**src/rtl/vga_timing_pkg.sv**
```systemverilog
// -----------------------------------------------------------------------------
// vga_timing_pkg
// Shared timing constants for the VGA raster generator (640x480@60 Hz at a
// 25 MHz pixel clock), the totals derived from them, the sync-window bounds
// and a helper that maps a sync-window hit onto the configured pin polarity.
// No ports: imported by vga_axis_counter and vga_hvsync_generator.
// -----------------------------------------------------------------------------
package vga_timing_pkg;

  // Beam counter width; every axis total must fit in it.
  localparam int POS_W     = 10;
  localparam int MAX_TOTAL = 1 << POS_W;

  // Horizontal timing, in pixels.
  localparam int H_DISPLAY_DEF = 640;
  localparam int H_FRONT_DEF   = 16;
  localparam int H_SYNC_DEF    = 96;
  localparam int H_BACK_DEF    = 48;

  // Vertical timing, in lines.
  localparam int V_DISPLAY_DEF = 480;
  localparam int V_FRONT_DEF   = 10;
  localparam int V_SYNC_DEF    = 2;
  localparam int V_BACK_DEF    = 33;

  // Sync active levels (0 = active-low).
  localparam logic H_SYNC_POL_DEF = 1'b0;
  localparam logic V_SYNC_POL_DEF = 1'b0;

  // Derived totals.
  localparam int H_TOTAL_DEF = H_DISPLAY_DEF + H_FRONT_DEF + H_SYNC_DEF + H_BACK_DEF;
  localparam int V_TOTAL_DEF = V_DISPLAY_DEF + V_FRONT_DEF + V_SYNC_DEF + V_BACK_DEF;

  // Sync windows: start inclusive, end exclusive.
  localparam int H_SYNC_START_DEF = H_DISPLAY_DEF + H_FRONT_DEF;
  localparam int H_SYNC_END_DEF   = H_SYNC_START_DEF + H_SYNC_DEF;
  localparam int V_SYNC_START_DEF = V_DISPLAY_DEF + V_FRONT_DEF;
  localparam int V_SYNC_END_DEF   = V_SYNC_START_DEF + V_SYNC_DEF;

  // Pin level for a sync output: active level inside the window, idle outside.
  function automatic logic sync_level(input logic in_window, input logic pol);
    logic level;
    if (in_window) begin
      level = pol;
    end else begin
      level = ~pol;
    end
    return level;
  endfunction

endpackage

```
**src/rtl/vga_axis_counter.sv**
```systemverilog
// -----------------------------------------------------------------------------
// vga_axis_counter
// One raster axis: a 0..TOTAL-1 wrap counter with enable, a terminal-count
// flag and a registered sync-window decode. The visible-window decode of the
// next count is exported so the top can register the 2-D visible flag.
//
// Ports:
//   clk          in   pixel clock
//   reset        in   asynchronous, active-high
//   en           in   advance the counter on this edge
//   pos          out  registered beam position
//   tc           out  pos is at TOTAL-1 (combinational, for cascading)
//   sync         out  registered sync level for pos
//   visible_next out  next position lies in 0..DISPLAY-1
// -----------------------------------------------------------------------------
module vga_axis_counter
  import vga_timing_pkg::*;
#(
  parameter int   TOTAL      = H_TOTAL_DEF,
  parameter int   DISPLAY    = H_DISPLAY_DEF,
  parameter int   SYNC_START = H_SYNC_START_DEF,
  parameter int   SYNC_END   = H_SYNC_END_DEF,
  parameter logic SYNC_POL   = H_SYNC_POL_DEF
) (
  input  logic             clk,
  input  logic             reset,
  input  logic             en,
  output logic [POS_W-1:0] pos,
  output logic             tc,
  output logic             sync,
  output logic             visible_next
);

  localparam logic [POS_W-1:0] LAST_V       = POS_W'(TOTAL - 1);
  localparam logic [POS_W-1:0] DISPLAY_V    = POS_W'(DISPLAY);
  localparam logic [POS_W-1:0] SYNC_START_V = POS_W'(SYNC_START);
  localparam logic [POS_W-1:0] SYNC_END_V   = POS_W'(SYNC_END);

  logic [POS_W-1:0] pos_r;
  logic             sync_r;
  logic [POS_W-1:0] pos_next_s;
  logic             tc_s;
  logic             sync_next_s;

  // Next count and decodes of that next count, so registered outputs line up
  // with the registered position.
  always_comb begin
    tc_s = (pos_r == LAST_V);
    if (!en) begin
      pos_next_s = pos_r;
    end else if (tc_s) begin
      pos_next_s = {POS_W{1'b0}};
    end else begin
      pos_next_s = pos_r + {{(POS_W-1){1'b0}}, 1'b1};
    end
    sync_next_s  = sync_level((pos_next_s >= SYNC_START_V) && (pos_next_s < SYNC_END_V),
                              SYNC_POL);
    visible_next = (pos_next_s < DISPLAY_V);
  end

  // Position and sync registers.
  always_ff @(posedge clk or posedge reset) begin
    if (reset) begin
      pos_r  <= {POS_W{1'b0}};
      sync_r <= ~SYNC_POL;
    end else begin
      pos_r  <= pos_next_s;
      sync_r <= sync_next_s;
    end
  end

  assign pos  = pos_r;
  assign tc   = tc_s;
  assign sync = sync_r;

endmodule

```
**src/rtl/vga_hvsync_generator.sv**
```systemverilog
// -----------------------------------------------------------------------------
// vga_hvsync_generator
// VGA raster timing generator. Two cascaded axis counters produce the beam
// position and sync pulses; the 2-D flags are registered here from the next
// counter state so every output describes the current (hpos, vpos).
//
// Ports:
//   clk          in   pixel clock (25 MHz)
//   reset        in   asynchronous, active-high
//   pix_ce       in   pixel clock enable (tie high if clk is the pixel clock)
//   hpos         out  horizontal position 0..H_TOTAL-1
//   vpos         out  vertical position 0..V_TOTAL-1
//   hsync        out  horizontal sync, level per H_SYNC_POL
//   vsync        out  vertical sync, level per V_SYNC_POL
//   display_on   out  (hpos, vpos) inside the visible area
//   line_start   out  high while hpos == 0
//   frame_start  out  high while hpos == 0 and vpos == 0
// -----------------------------------------------------------------------------
module vga_hvsync_generator
  import vga_timing_pkg::*;
#(
  parameter int   H_DISPLAY  = H_DISPLAY_DEF,
  parameter int   H_FRONT    = H_FRONT_DEF,
  parameter int   H_SYNC     = H_SYNC_DEF,
  parameter int   H_BACK     = H_BACK_DEF,
  parameter int   V_DISPLAY  = V_DISPLAY_DEF,
  parameter int   V_FRONT    = V_FRONT_DEF,
  parameter int   V_SYNC     = V_SYNC_DEF,
  parameter int   V_BACK     = V_BACK_DEF,
  parameter logic H_SYNC_POL = H_SYNC_POL_DEF,
  parameter logic V_SYNC_POL = V_SYNC_POL_DEF
) (
  input  logic             clk,
  input  logic             reset,
  input  logic             pix_ce,
  output logic [POS_W-1:0] hpos,
  output logic [POS_W-1:0] vpos,
  output logic             hsync,
  output logic             vsync,
  output logic             display_on,
  output logic             line_start,
  output logic             frame_start
);

  localparam int H_TOTAL = H_DISPLAY + H_FRONT + H_SYNC + H_BACK;
  localparam int V_TOTAL = V_DISPLAY + V_FRONT + V_SYNC + V_BACK;

  if (H_TOTAL > MAX_TOTAL) begin : g_h_total_check
    $error("vga_hvsync_generator: H_TOTAL exceeds counter range");
  end
  if (V_TOTAL > MAX_TOTAL) begin : g_v_total_check
    $error("vga_hvsync_generator: V_TOTAL exceeds counter range");
  end

  logic h_tc_s;
  logic v_tc_s;
  logic v_en_s;
  logic h_vis_next_s;
  logic v_vis_next_s;
  logic display_on_r;
  logic line_start_r;
  logic frame_start_r;
  logic line_start_next_s;
  logic frame_start_next_s;

  // The vertical axis steps only on the enabled edge that wraps a line.
  assign v_en_s = pix_ce & h_tc_s;

  vga_axis_counter #(
    .TOTAL      (H_TOTAL),
    .DISPLAY    (H_DISPLAY),
    .SYNC_START (H_DISPLAY + H_FRONT),
    .SYNC_END   (H_DISPLAY + H_FRONT + H_SYNC),
    .SYNC_POL   (H_SYNC_POL)
  ) u_h_axis (
    .clk          (clk),
    .reset        (reset),
    .en           (pix_ce),
    .pos          (hpos),
    .tc           (h_tc_s),
    .sync         (hsync),
    .visible_next (h_vis_next_s)
  );

  vga_axis_counter #(
    .TOTAL      (V_TOTAL),
    .DISPLAY    (V_DISPLAY),
    .SYNC_START (V_DISPLAY + V_FRONT),
    .SYNC_END   (V_DISPLAY + V_FRONT + V_SYNC),
    .SYNC_POL   (V_SYNC_POL)
  ) u_v_axis (
    .clk          (clk),
    .reset        (reset),
    .en           (v_en_s),
    .pos          (vpos),
    .tc           (v_tc_s),
    .sync         (vsync),
    .visible_next (v_vis_next_s)
  );

  // The next position is (0, *) only via a line wrap and (0, 0) only via a
  // frame wrap, so the start flags follow from the terminal counts.
  always_comb begin
    if (pix_ce) begin
      line_start_next_s  = h_tc_s;
      frame_start_next_s = h_tc_s & v_tc_s;
    end else begin
      line_start_next_s  = line_start_r;
      frame_start_next_s = frame_start_r;
    end
  end

  // Registered 2-D flags; reset describes position (0, 0).
  always_ff @(posedge clk or posedge reset) begin
    if (reset) begin
      display_on_r  <= 1'b1;
      line_start_r  <= 1'b1;
      frame_start_r <= 1'b1;
    end else begin
      display_on_r  <= h_vis_next_s & v_vis_next_s;
      line_start_r  <= line_start_next_s;
      frame_start_r <= frame_start_next_s;
    end
  end

  assign display_on  = display_on_r;
  assign line_start  = line_start_r;
  assign frame_start = frame_start_r;

endmodule

```
**config.mk**
```make
export PLATFORM = sky130hd
export DESIGN_NAME = vga_hvsync_generator
export DESIGN_NICKNAME = d
export VERILOG_FILES = /design/src/rtl/vga_timing_pkg.sv /design/src/rtl/vga_axis_counter.sv /design/src/rtl/vga_hvsync_generator.sv
export SDC_FILE = /design/constraint.sdc
export NUM_CORES = 1
export LEC_CHECK = 0
export ABC_AREA = 1
export CORE_UTILIZATION = 56
export DETAILED_ROUTE_END_ITERATION = 7
export DONT_BUFFER_PORTS = 1
export PLACE_DENSITY = 0.74
export SLEW_MARGIN = 40
export SYNTH_ARGS = -nofsm -noshare
export SYNTH_HDL_FRONTEND = slang
export SYNTH_HIERARCHICAL = 1
export SYNTH_SLANG_ARGS = --single-unit
```
**constraint.sdc**
```tcl
create_clock -name clk -period 1.9 [get_ports clk]
set_input_delay 0.38 -clock clk [delete_from_list [all_inputs] [get_ports clk]]
set_output_delay 0.38 -clock clk [all_outputs]
set_load 0.005 [all_outputs]
```
==> summary.md, run 1 <==
| Metric | Value |
|---|---|
| Outcome | finished clean |
| Async S/R FF share, synth | 100.0% |
| Crit path arrival time | 2.07 ns |
| Number of port buffers | 0 |
| Fin crit share | roughly 95% |
| Crit path largest cell delay | ~0.4 ns |
| Post-synth top cells | 55 x nand2_1, 45 x inv_1, 21 x nand3_1 |
| All-Layer GR Usage | between 20% and 30% |
| # nets final | 234 |
| Main area contributors after synthesis | dfrtp_1 33%, nand2_1 14%, inv_1 11% |
| Switching Fraction | a little over a third |
| Maxcap violations | 0 |
| Tmin final | between 1.5 and 2 ns |
| Worst path cell trace | inv_2 -> nand2_2 -> nor2_2 -> nand2_1 -> nor2_2 -> nand2_1 -> inv_2 -> buf_4 -> nand3_1 -> nand2_1 -> nand2_1 -> nor2_1 -> nand2_2 -> inv_2 -> nor2_2 -> nand2_1 -> inv_1 |
| Part of the power in registers | a little under half |
| Synth area leader | dfrtp_1 |
| Initial core utilization | roughly three fifths |
| Top cell type's share of synthesized area | about a third |
| Design Area, Final | around 1800 um2 |
| Post-DP HPWL | between 2000 and 3000 um |
| Combinational power share | a little under two fifths |
| CP Launch Type | register |
| Mapped Nets | around 210 |
| Routed Antenna Nets | 0 |
| Crit path kind | register to register |
| Hold Fails Final Rpt | 0 |
| Min-Delay Path Class | input pin to register |
| P_int | 0.9087 mW |
| First-pass GRT wire length | around 5300 um |
| Clk_skew | ~0.0038 ns |
| # IOs | 28 |
| Dpl cells | between 200 and 250 |
| Clock buffer count from CTS | 3 |
| Final setup violation count | 0 |
| Top delay family on crit path | simple AND/OR/NAND/NOR gates |
| Initial antenna violation count | 0 |
| Cell mode on critical path | nand2_1 |
| Fmax | between 500 and 600 MHz |
| Post-synth top flop | dfrtp_1 |
| Fin util | 70.29% |
| Die H | ~54 um |
| Clock Tree Buf Depth | 2 |
| Vias in the first global route | ~1300 |
| Post-synthesis sequential area ratio | ~41% |
| Vias per cell | a little over 5 |
| Detailed Route WL | 3226 um |
| H-tree levels | 1 |
| Antenna cells | 0 |
| Crit. End Element | register |
| Static Leakage | about 0.97 nW |
| Worst VDD drop | about 680 uV |
| Clock Latency Late Sink | around 0.31 ns |
| Largest net degree at the start of global routing | 14 |
| Iteration-0 DRC Markers | 35 |
| Gate Count Post-Synth | just over 200 |
| CTS tree | yes |
| Layout cell share with drive strength beyond 1 | 27.75% |
| First-pass detailed-route iteration total | 4 |
| Hold WS | about 0.15 ns |
| Area Growth Syn to Fin | 16.05% |
| Critical path buffer and inverter count | 5 |
| Register bit total from synthesis | 25 |
| Max Slew Vio Count | 0 |
| Syn avg cell area | approximately 7.5 um2 |
| Number of synthesized flops with an enable pin | 0 |
| Pwr Total | 1.415 mW |
| DRC Markers | 0 |
| CP max-delay cell | dfrtp_1 |
| Synth warn | 6 |
| Max transition margin | 70.65% |
| Cell area power density | between 700 and 800 nW/um2 |
| Avg WL per Cell | about 13 um |
| Final Wtd Congestion | about 0.8 |
| Worst-path maximum fanout | 6 |
| Clock power frac | between 15 and 20% |
| Grt total ovfl | 0 |
| Area of the core | approximately 2500 um2 |
| Most frequent cell after synthesis | nand2_1 |
| RSZ-0062 raised after global routing | true |
| Mapped Area | 1528 um2 |
| Die W | 54.23 um |
| Root buf cell | clkbuf_4 |
| Die footprint | between 2000 and 3000 um2 |
| Reg clk slew, reported paths | 0.14 ns |
| Switching power total | just over 0.5 mW |
| Yosys cell types | 27 |
| Via count | 1336 |
| Area after DPL | 1665 um2 |
| Clk sinks | 25 |
| WP data required | ~2.2 ns |
| Non-Filler Instances | about 260 |
| Worst slew pin tran | 0.4398 ns |
| Num rows | 18 |
## metal layers
metal / part of all wire, % / vias up / wire, um / global-route usage [%]
met5: 0 / - / 0 / 0
met4: 1.8 / 0 / 59 / 11.54
met3: 4.2 / 6 / 134 / 4.444
met2: 54 / 31 / 1733 / 45.93
met1: 40 / 631 / 1298 / 27.53
li1: - / 668 / - / -
## final timing paths
kind / cells past startpoint / endpoint / slack (ns) / start
setup / recovery: 17 / display_on / 0.09 / u_h_axis/pos[7]
hold / removal: 1 / u_h_axis/pos[1] / 0.15 / pix_ce
setup reg to reg: 17 / display_on / 0.09 / u_h_axis/pos[7]
hold reg to reg: 2 / frame_start / 0.49 / frame_start
max in group asynchronous: 2 / u_v_axis/sync / 1.03 / reset
min in group asynchronous: 2 / u_h_axis/pos[7] / 0.53 / reset
## power by group through the flow
stage	clock network (mW)	logic, mW	registers (mW)
floorplan	0	0.267	0.706
detailed placement	0	0.518	0.657
finish	0.237	0.527	0.651
global placement	0	0.499	0.653
CTS	0.245	0.521	0.649
global route	0.260	0.593	0.659
## metrics by stage
stage	setup TNS [ns]	worst slack [ns]
global route	-0.1281	-0.1001
finish	0	0.08627
global placement	0	0.05083
CTS	0	0.03100
floorplan	0	0.07125
detailed placement	0	0.005998
## layout make-up
type	count	area, um2
Multi-Input combinational cell	131	744.5
Sequential cell	25	631.9
Inverter	47	176.4
Fill cell	207	749.5
Tap cell	30	37.54
Clock buffer	4	26.28
Timing Repair Buffer	20	156.4
## registers in the layout (all words and copies together) (netlist names)
register	flops
u_h_axis/sync	1
u_h_axis/pos	10
u_v_axis/sync	1
display_on	1
frame_start	1
line_start	1
u_v_axis/pos	10
## layout by cell type (no fill, tap or decap), drive strengths merged
| cell type | count |
|---|---|
| a31oi | 1 |
| nor3 | 1 |
| o21ai | 5 |
| buf | 19 |
| nand2 | 62 |
| xor2 | 2 |
| nand4 | 7 |
| nand3 | 24 |
| a21o | 1 |
| inv | 47 |
| dlygate4sd3 | 1 |
| o22ai | 1 |
| mux2i | 1 |
| xnor2 | 2 |
| dfrtp | 20 |
| nor2 | 21 |
| dfstp | 5 |
| ha | 3 |
| clkbuf | 4 |
## cell families after synthesis
logic type               after synthesis  share of synthesized area, %
AND/OR/NAND/NOR                      115                         37.18
buffers and inverters                 49                         12.37
flip-flops                            25                         41.36
AO/OA/AOI/OAI                          8                         3.194
XOR/XNOR                               4                         2.785
adder cells (fa/ha/maj)                3                         2.457
multiplexers                           1                        0.6552
## repair_timing
| action | 4_1_cts | 5_1_grt |
|---|---|---|
| hold endpoints to repair | 23 | 0 |
| setup buffers | 0 | 4 |
| setup endpoints to repair | 1 | 2 |
| gates resized for setup | 1 | 14 |
| pin swaps | 0 | 7 |
| hold buffers | 1 | 0 |
No activity file was read; power rests on OpenSTA's default activity.
==> run 2: changes to the inputs <==
- CORE_MARGIN: unset -> 4
==> summary.md, run 2 (synthesized netlist as in run 1, its figures left out) <==
| Metric | Value |
|---|---|
| Hold path cells | 1 |
| Post-DP HPWL | ~2600 um |
| # fillers | between 200 and 250 |
| Area after DPL | ~1700 um2 |
| Tmin final | 1.821 ns |
| CTS tree | yes |
| RSZ-0062 raised after global routing | true |
| Clk sinks | 25 |
| Largest net degree at the start of global routing | 14 |
| Fin util | between 70 and 80% |
| Cell mode on critical path | nand2_1 |
| Crit path largest cell delay | roughly 0.40 ns |
| Min-Delay Path Class | input pin to register |
| Final setup violation count | 0 |
| Layout cell share with drive strength beyond 1 | 28.89% |
| Die H | approximately 60 um |
| Clock Tree Buf Depth | 2 |
| Commonest non-fill, non-tap cell in the layout | nand2_1 |
| Die W | 60.23 um |
| Root buf cell | clkbuf_4 |
| Dpl cells | approximately 250 |
| Worst path cell trace | ha_1 -> nand3_1 -> nor2_4 -> nand2_2 -> clkinv_4 -> buf_4 -> nand3_1 -> nand2_1 -> nand2_1 -> nor2_2 -> nand2_2 -> inv_2 -> nor2_2 -> nand2_1 -> inv_1 |
| Cell area power density | 796.5 nW/um2 |
| # IOs | 28 |
| Reg-to-Reg Start | u_h_axis/pos[0] |
| WP data required | about 2.2 ns |
| First-pass detailed-route iteration total | 4 |
| H-tree levels | 1 |
| Max Slew Vio Count | 0 |
| Final Wtd Congestion | slightly below 0.9 |
| R2R setup slack | ~0.079 ns |
| Clk_skew | 0.003202 ns |
| Initial core utilization | approximately 60% |
| Reg clk slew, reported paths | 0.13 ns |
| Design Area, Final | 1783 um2 |
| Initial antenna violation count | 0 |
| Crit path kind | register to register |
| Vias in the first global route | approximately 1300 |
| Iteration-0 DRC Markers | 106 |
| Antenna cells | 0 |
| Worst slew pin tran | about 0.45 ns |
| Num rows | 18 |
| Area of the core | between 2000 and 3000 um2 |
| CP Launch Type | register |
| Top delay family on crit path | simple AND/OR/NAND/NOR gates |
| R2R depth | 15 |
| Fmax | 549.1 MHz |
| Pwr Total | ~1.4 mW |
| Crit. End Element | register |
| First-pass GRT wire length | 5520 um |
| R2R Path End | display_on |
| Most frequent cells in the layout | 49 x nand2_1, 43 x inv_1, 20 x dfrtp_1 |
| Critical path buffer and inverter count | 4 |
| Clock buffer count from CTS | 3 |
| Number of port buffers | 0 |
| Worst-path maximum fanout | 8 |
| Avg WL per Cell | about 13 um |
| All-Layer GR Usage | 20.44% |
| Hold Fails Final Rpt | 0 |
| Max transition margin | between 70% and 80% |
| Hold WS | between 0.1 and 0.15 ns |
| Die footprint | between 3000 and 4000 um2 |
| CP max-delay cell | dfrtp_1 |
| Detailed Route WL | between 3000 and 4000 um |
| Fin crit share | 95.85% |
| Hold worst-path end | u_h_axis/pos[1] |
| Grt total ovfl | 0 |
| Crit path arrival time | approximately 2.1 ns |
| DRC Markers | 0 |
| Via count | about 1400 |
| Worst VDD drop | 562.6 uV |
| Maxcap violations | 0 |
| Outcome | finished clean |
| Static Leakage | between 0.9 and 1 nW |
| Clock Latency Late Sink | roughly 0.31 ns |
| Area Growth Syn to Fin | 16.71% |
| Routed Antenna Nets | 0 |
| Non-Filler Instances | around 260 |
| # nets final | between 200 and 250 |
| Vias per cell | about 5.3 |
| Hold_sp | pix_ce |
run 2: metrics by stage:
step	setup TNS, ns	setup slack (ns)
after detailed placement	-0.05924	-0.05612
after global routing	-0.1668	-0.09346
after floorplan	0	0.07125
after global placement	0	0.01706
after CTS	0	0.002977
final	0	0.07880
run 2: worst max path at each step:
stage,startpoint,to,slack [ns],depth (start not counted)
after floorplan,u_h_axis/pos[7],display_on,0.07,17
after global placement,u_h_axis/pos[7],display_on,0.02,18
after detailed placement,u_h_axis/pos[7],display_on,-0.06,18
after CTS,u_h_axis/pos[7],display_on,0.003,17
after global routing,u_h_axis/pos[7],display_on,-0.09,17
final,u_h_axis/pos[0],display_on,0.08,15
run 2: layout make-up:
class	count	area (um2)	area share [%]
clock buffers	4	26.28	1.474
inverters	47	181.4	10.18
repair buffers	18	141.4	7.930
multi-input cells	131	764.5	42.88
well taps	30	37.54	2.105
flip-flops and latches	25	631.9	35.44
run 2: power breakdown:
group          switching (mW)  total [mW]  internal [mW]
Clock                   0.156       0.238         0.0819
Combinational           0.309       0.534          0.224
Sequential             0.0467       0.648          0.602
run 2: routing by layer:
| layer | wire length (um) | share of wire, % | up-vias | GRT usage [%] |
|---|---|---|---|---|
| met5 | 0 | 0 | - | 0 |
| met4 | 83 | 2.4 | 0 | 8.544 |
| met3 | 194 | 5.6 | 10 | 3.672 |
| met2 | 1872 | 54 | 43 | 38.27 |
| met1 | 1292 | 38 | 641 | 22.13 |
| li1 | - | - | 661 | - |
run 2: what timing repair did:
action / CTS / global route
endpoints found under the hold margin: 23 / 0
setup buffers: 3 / 0
hold buffers: 1 / 0
endpoints found under the setup margin: 2 / 6
resized for setup: 6 / 16
pin swaps: 4 / 7
==> RTL change: new RTL, flow settings as in run 1 <==
`V_SYNC_POL_DEF`: 1'b0 -> 1'b1.
--- a/src/rtl/vga_timing_pkg.sv
+++ b/src/rtl/vga_timing_pkg.sv
@@ -25,7 +25,7 @@
 
   // Sync active levels (0 = active-low).
   localparam logic H_SYNC_POL_DEF = 1'b0;
-  localparam logic V_SYNC_POL_DEF = 1'b0;
+  localparam logic V_SYNC_POL_DEF = 1'b1;
 
   // Derived totals.
   localparam int H_TOTAL_DEF = H_DISPLAY_DEF + H_FRONT_DEF + H_SYNC_DEF + H_BACK_DEF;
Check against the original RTL: not equivalent (Yosys sat finds a counterexample within 4 cycles, from zero or initial values and one cycle with reset high).
==> RTL change against run 1 <==
- the run now ends with negative setup slack left
- utilization up 3.8 points
- power up 4.7%
- first-iteration DRC count up 43%
- clock power up 4%
- maximum frequency down 7.9%
- design area down 4.0%
- via count down 3.2%
- synthesized area down 6.7%
- critical path depth unchanged
- worst setup slack worse by 160 ps
- wire length up 7.5%
- sequential cell count unchanged
- hold slack worse by 7.8 ps
==> RTL change: results (changes against run 1) <==
Routed wire per std cell 14.6 um (was 12.6 um); layout cells sized above 1 27.8% (about the same); Compound-Gate Fraction of Synth Area 4.39% (was 3.19%); CTS root buffer clkbuf_4 (unchanged); dpl ws -56.4 ps (was 6.00 ps); DR iter-0 viols 50 (was 35); Syn Nets 191 (was 211); worst slew pin tran 462 ps (was 440 ps); Syn Area/Cell 7.70 um^2 (was 7.45 um^2); ranking of synthesized cells by area dfrtp_1 (37%), nand2_1 (12%), inv_1 (10%) (was dfrtp_1 (33%), nand2_1 (14%), inv_1 (11%)); mux cell area share after synthesis 0.702% (was 0.655%); CP Data Arrival Time 2240 ps (was 2070 ps); Fin Setup TNS -77.6 ps (was 0 ps); setup ws final -69.2 ps (was 86.3 ps); largest net degree at the start of global routing 15 (was 14); XOR/XNOR share of the synthesized area 4.21% (was 2.78%); post-DP HPWL 2540 um (was 2560 um); # setup viols final 2 (was 0); Peak VDD IR 0.000639 V (was 0.000684 V); failing checks negative setup slack; Layout Skew 5.83 ps (was 3.78 ps); Via density 5.46 (was 5.20); Post-Synth Adder-Cell Area 2.63% (was 2.46%); most instantiated cells after synthesis nand2_1 (46), inv_1 (38), nand3_1 (22) (was nand2_1 (55), inv_1 (45), nand3_1 (21)); GP Congestion 0.918 (was 0.803); Tot GR Track Use 25.4% (was 25.0%); Cell Count Post-Placement 230 (was 248); status finished with violations (was complete, no violations); Pleak 0.945 nW (was 0.973 nW)
[RTL change: changes by cell type in the layout (fill, tap and decap cells not counted), moves of 3 or more]
| cell | run 1 | this run |
|---|---|---|
| nand2_2 | 11 | 8 |
| inv_2 | 4 | 0 |
| inv_1 | 43 | 37 |
| nand2_1 | 51 | 41 |
[RTL change: final cells by class]
type | count | area share (%)
Clock inverter | 1 | 0.294
Inverter | 38 | 8.52
Sequential cell | 25 | 37.0
Clock buffer | 3 | 1.32
Multi-Input combinational cell | 121 | 41.4
Tap cell | 28 | 2.06
Timing Repair Buffer | 21 | 9.40
[RTL change: cell families after synthesis]
logic type | count (synthesis)
AND/OR/NAND/NOR | 101
adder cells (fa/ha/maj) | 3
multiplexers | 1
buffers and inverters | 39
XOR/XNOR | 6
flip-flops | 25
AO/OA/AOI/OAI | 10
[RTL change: per-stage QoR]
step	instance area [um^2]	power (W)
floorplan	1430	0.000983
global placement	1590	0.00116
detailed placement	1590	0.00120
CTS	1630	0.00144
global route	1700	0.00157
finish	1700	0.00148
[RTL change: path summary, 6_finish.rpt]
| kind | endpoint | start | slack [ps] | cells after the start |
|---|---|---|---|---|
| max in group asynchronous | u_v_axis/sync | reset | 1040 | 2 |
| worst max-delay path | display_on | u_h_axis/pos[7] | -70 | 17 |
| worst min-delay path | frame_start | pix_ce | 140 | 2 |
| worst min register to register | line_start | line_start | 500 | 2 |
| min in group asynchronous | u_h_axis/pos[0] | reset | 530 | 2 |
| worst max register to register | display_on | u_h_axis/pos[7] | -70 | 17 |
[RTL change: worst register-to-register path, delay by kind of cell, from the launching register on]
| family | cells | cell delay (ps) |
|---|---|---|
| AND/OR/NAND/NOR | 12 | 1130 |
| flip-flops | 1 | 410 |
| buffers and inverters | 4 | 240 |
| AO/OA/AOI/OAI | 1 | 150 |
[RTL change: report_power, final]
group | total (W) | internal (W) | switching, W
logic | 0.000575 | 0.000238 | 0.000337
clock network | 0.000246 | 0.0000789 | 0.000167
registers | 0.000662 | 0.000604 | 0.0000576
total | 0.00148 | 0.000921 | 0.000561
[RTL change: repair_timing]
item,4_1_cts,5_1_grt
endpoints found under the setup margin,2,2
cloned,0,0
pin swaps,0,7
hold endpoints to repair,24,0
setup buffers,0,2
gates resized for setup,3,17
hold buffers,1,0
[RTL change: routing by layer]
metal	track usage [%]	share of wire, %
met3	5.22	6.5
met5	0	0
met4	9.21	1.1
met1	32.8	42
met2	41.8	50
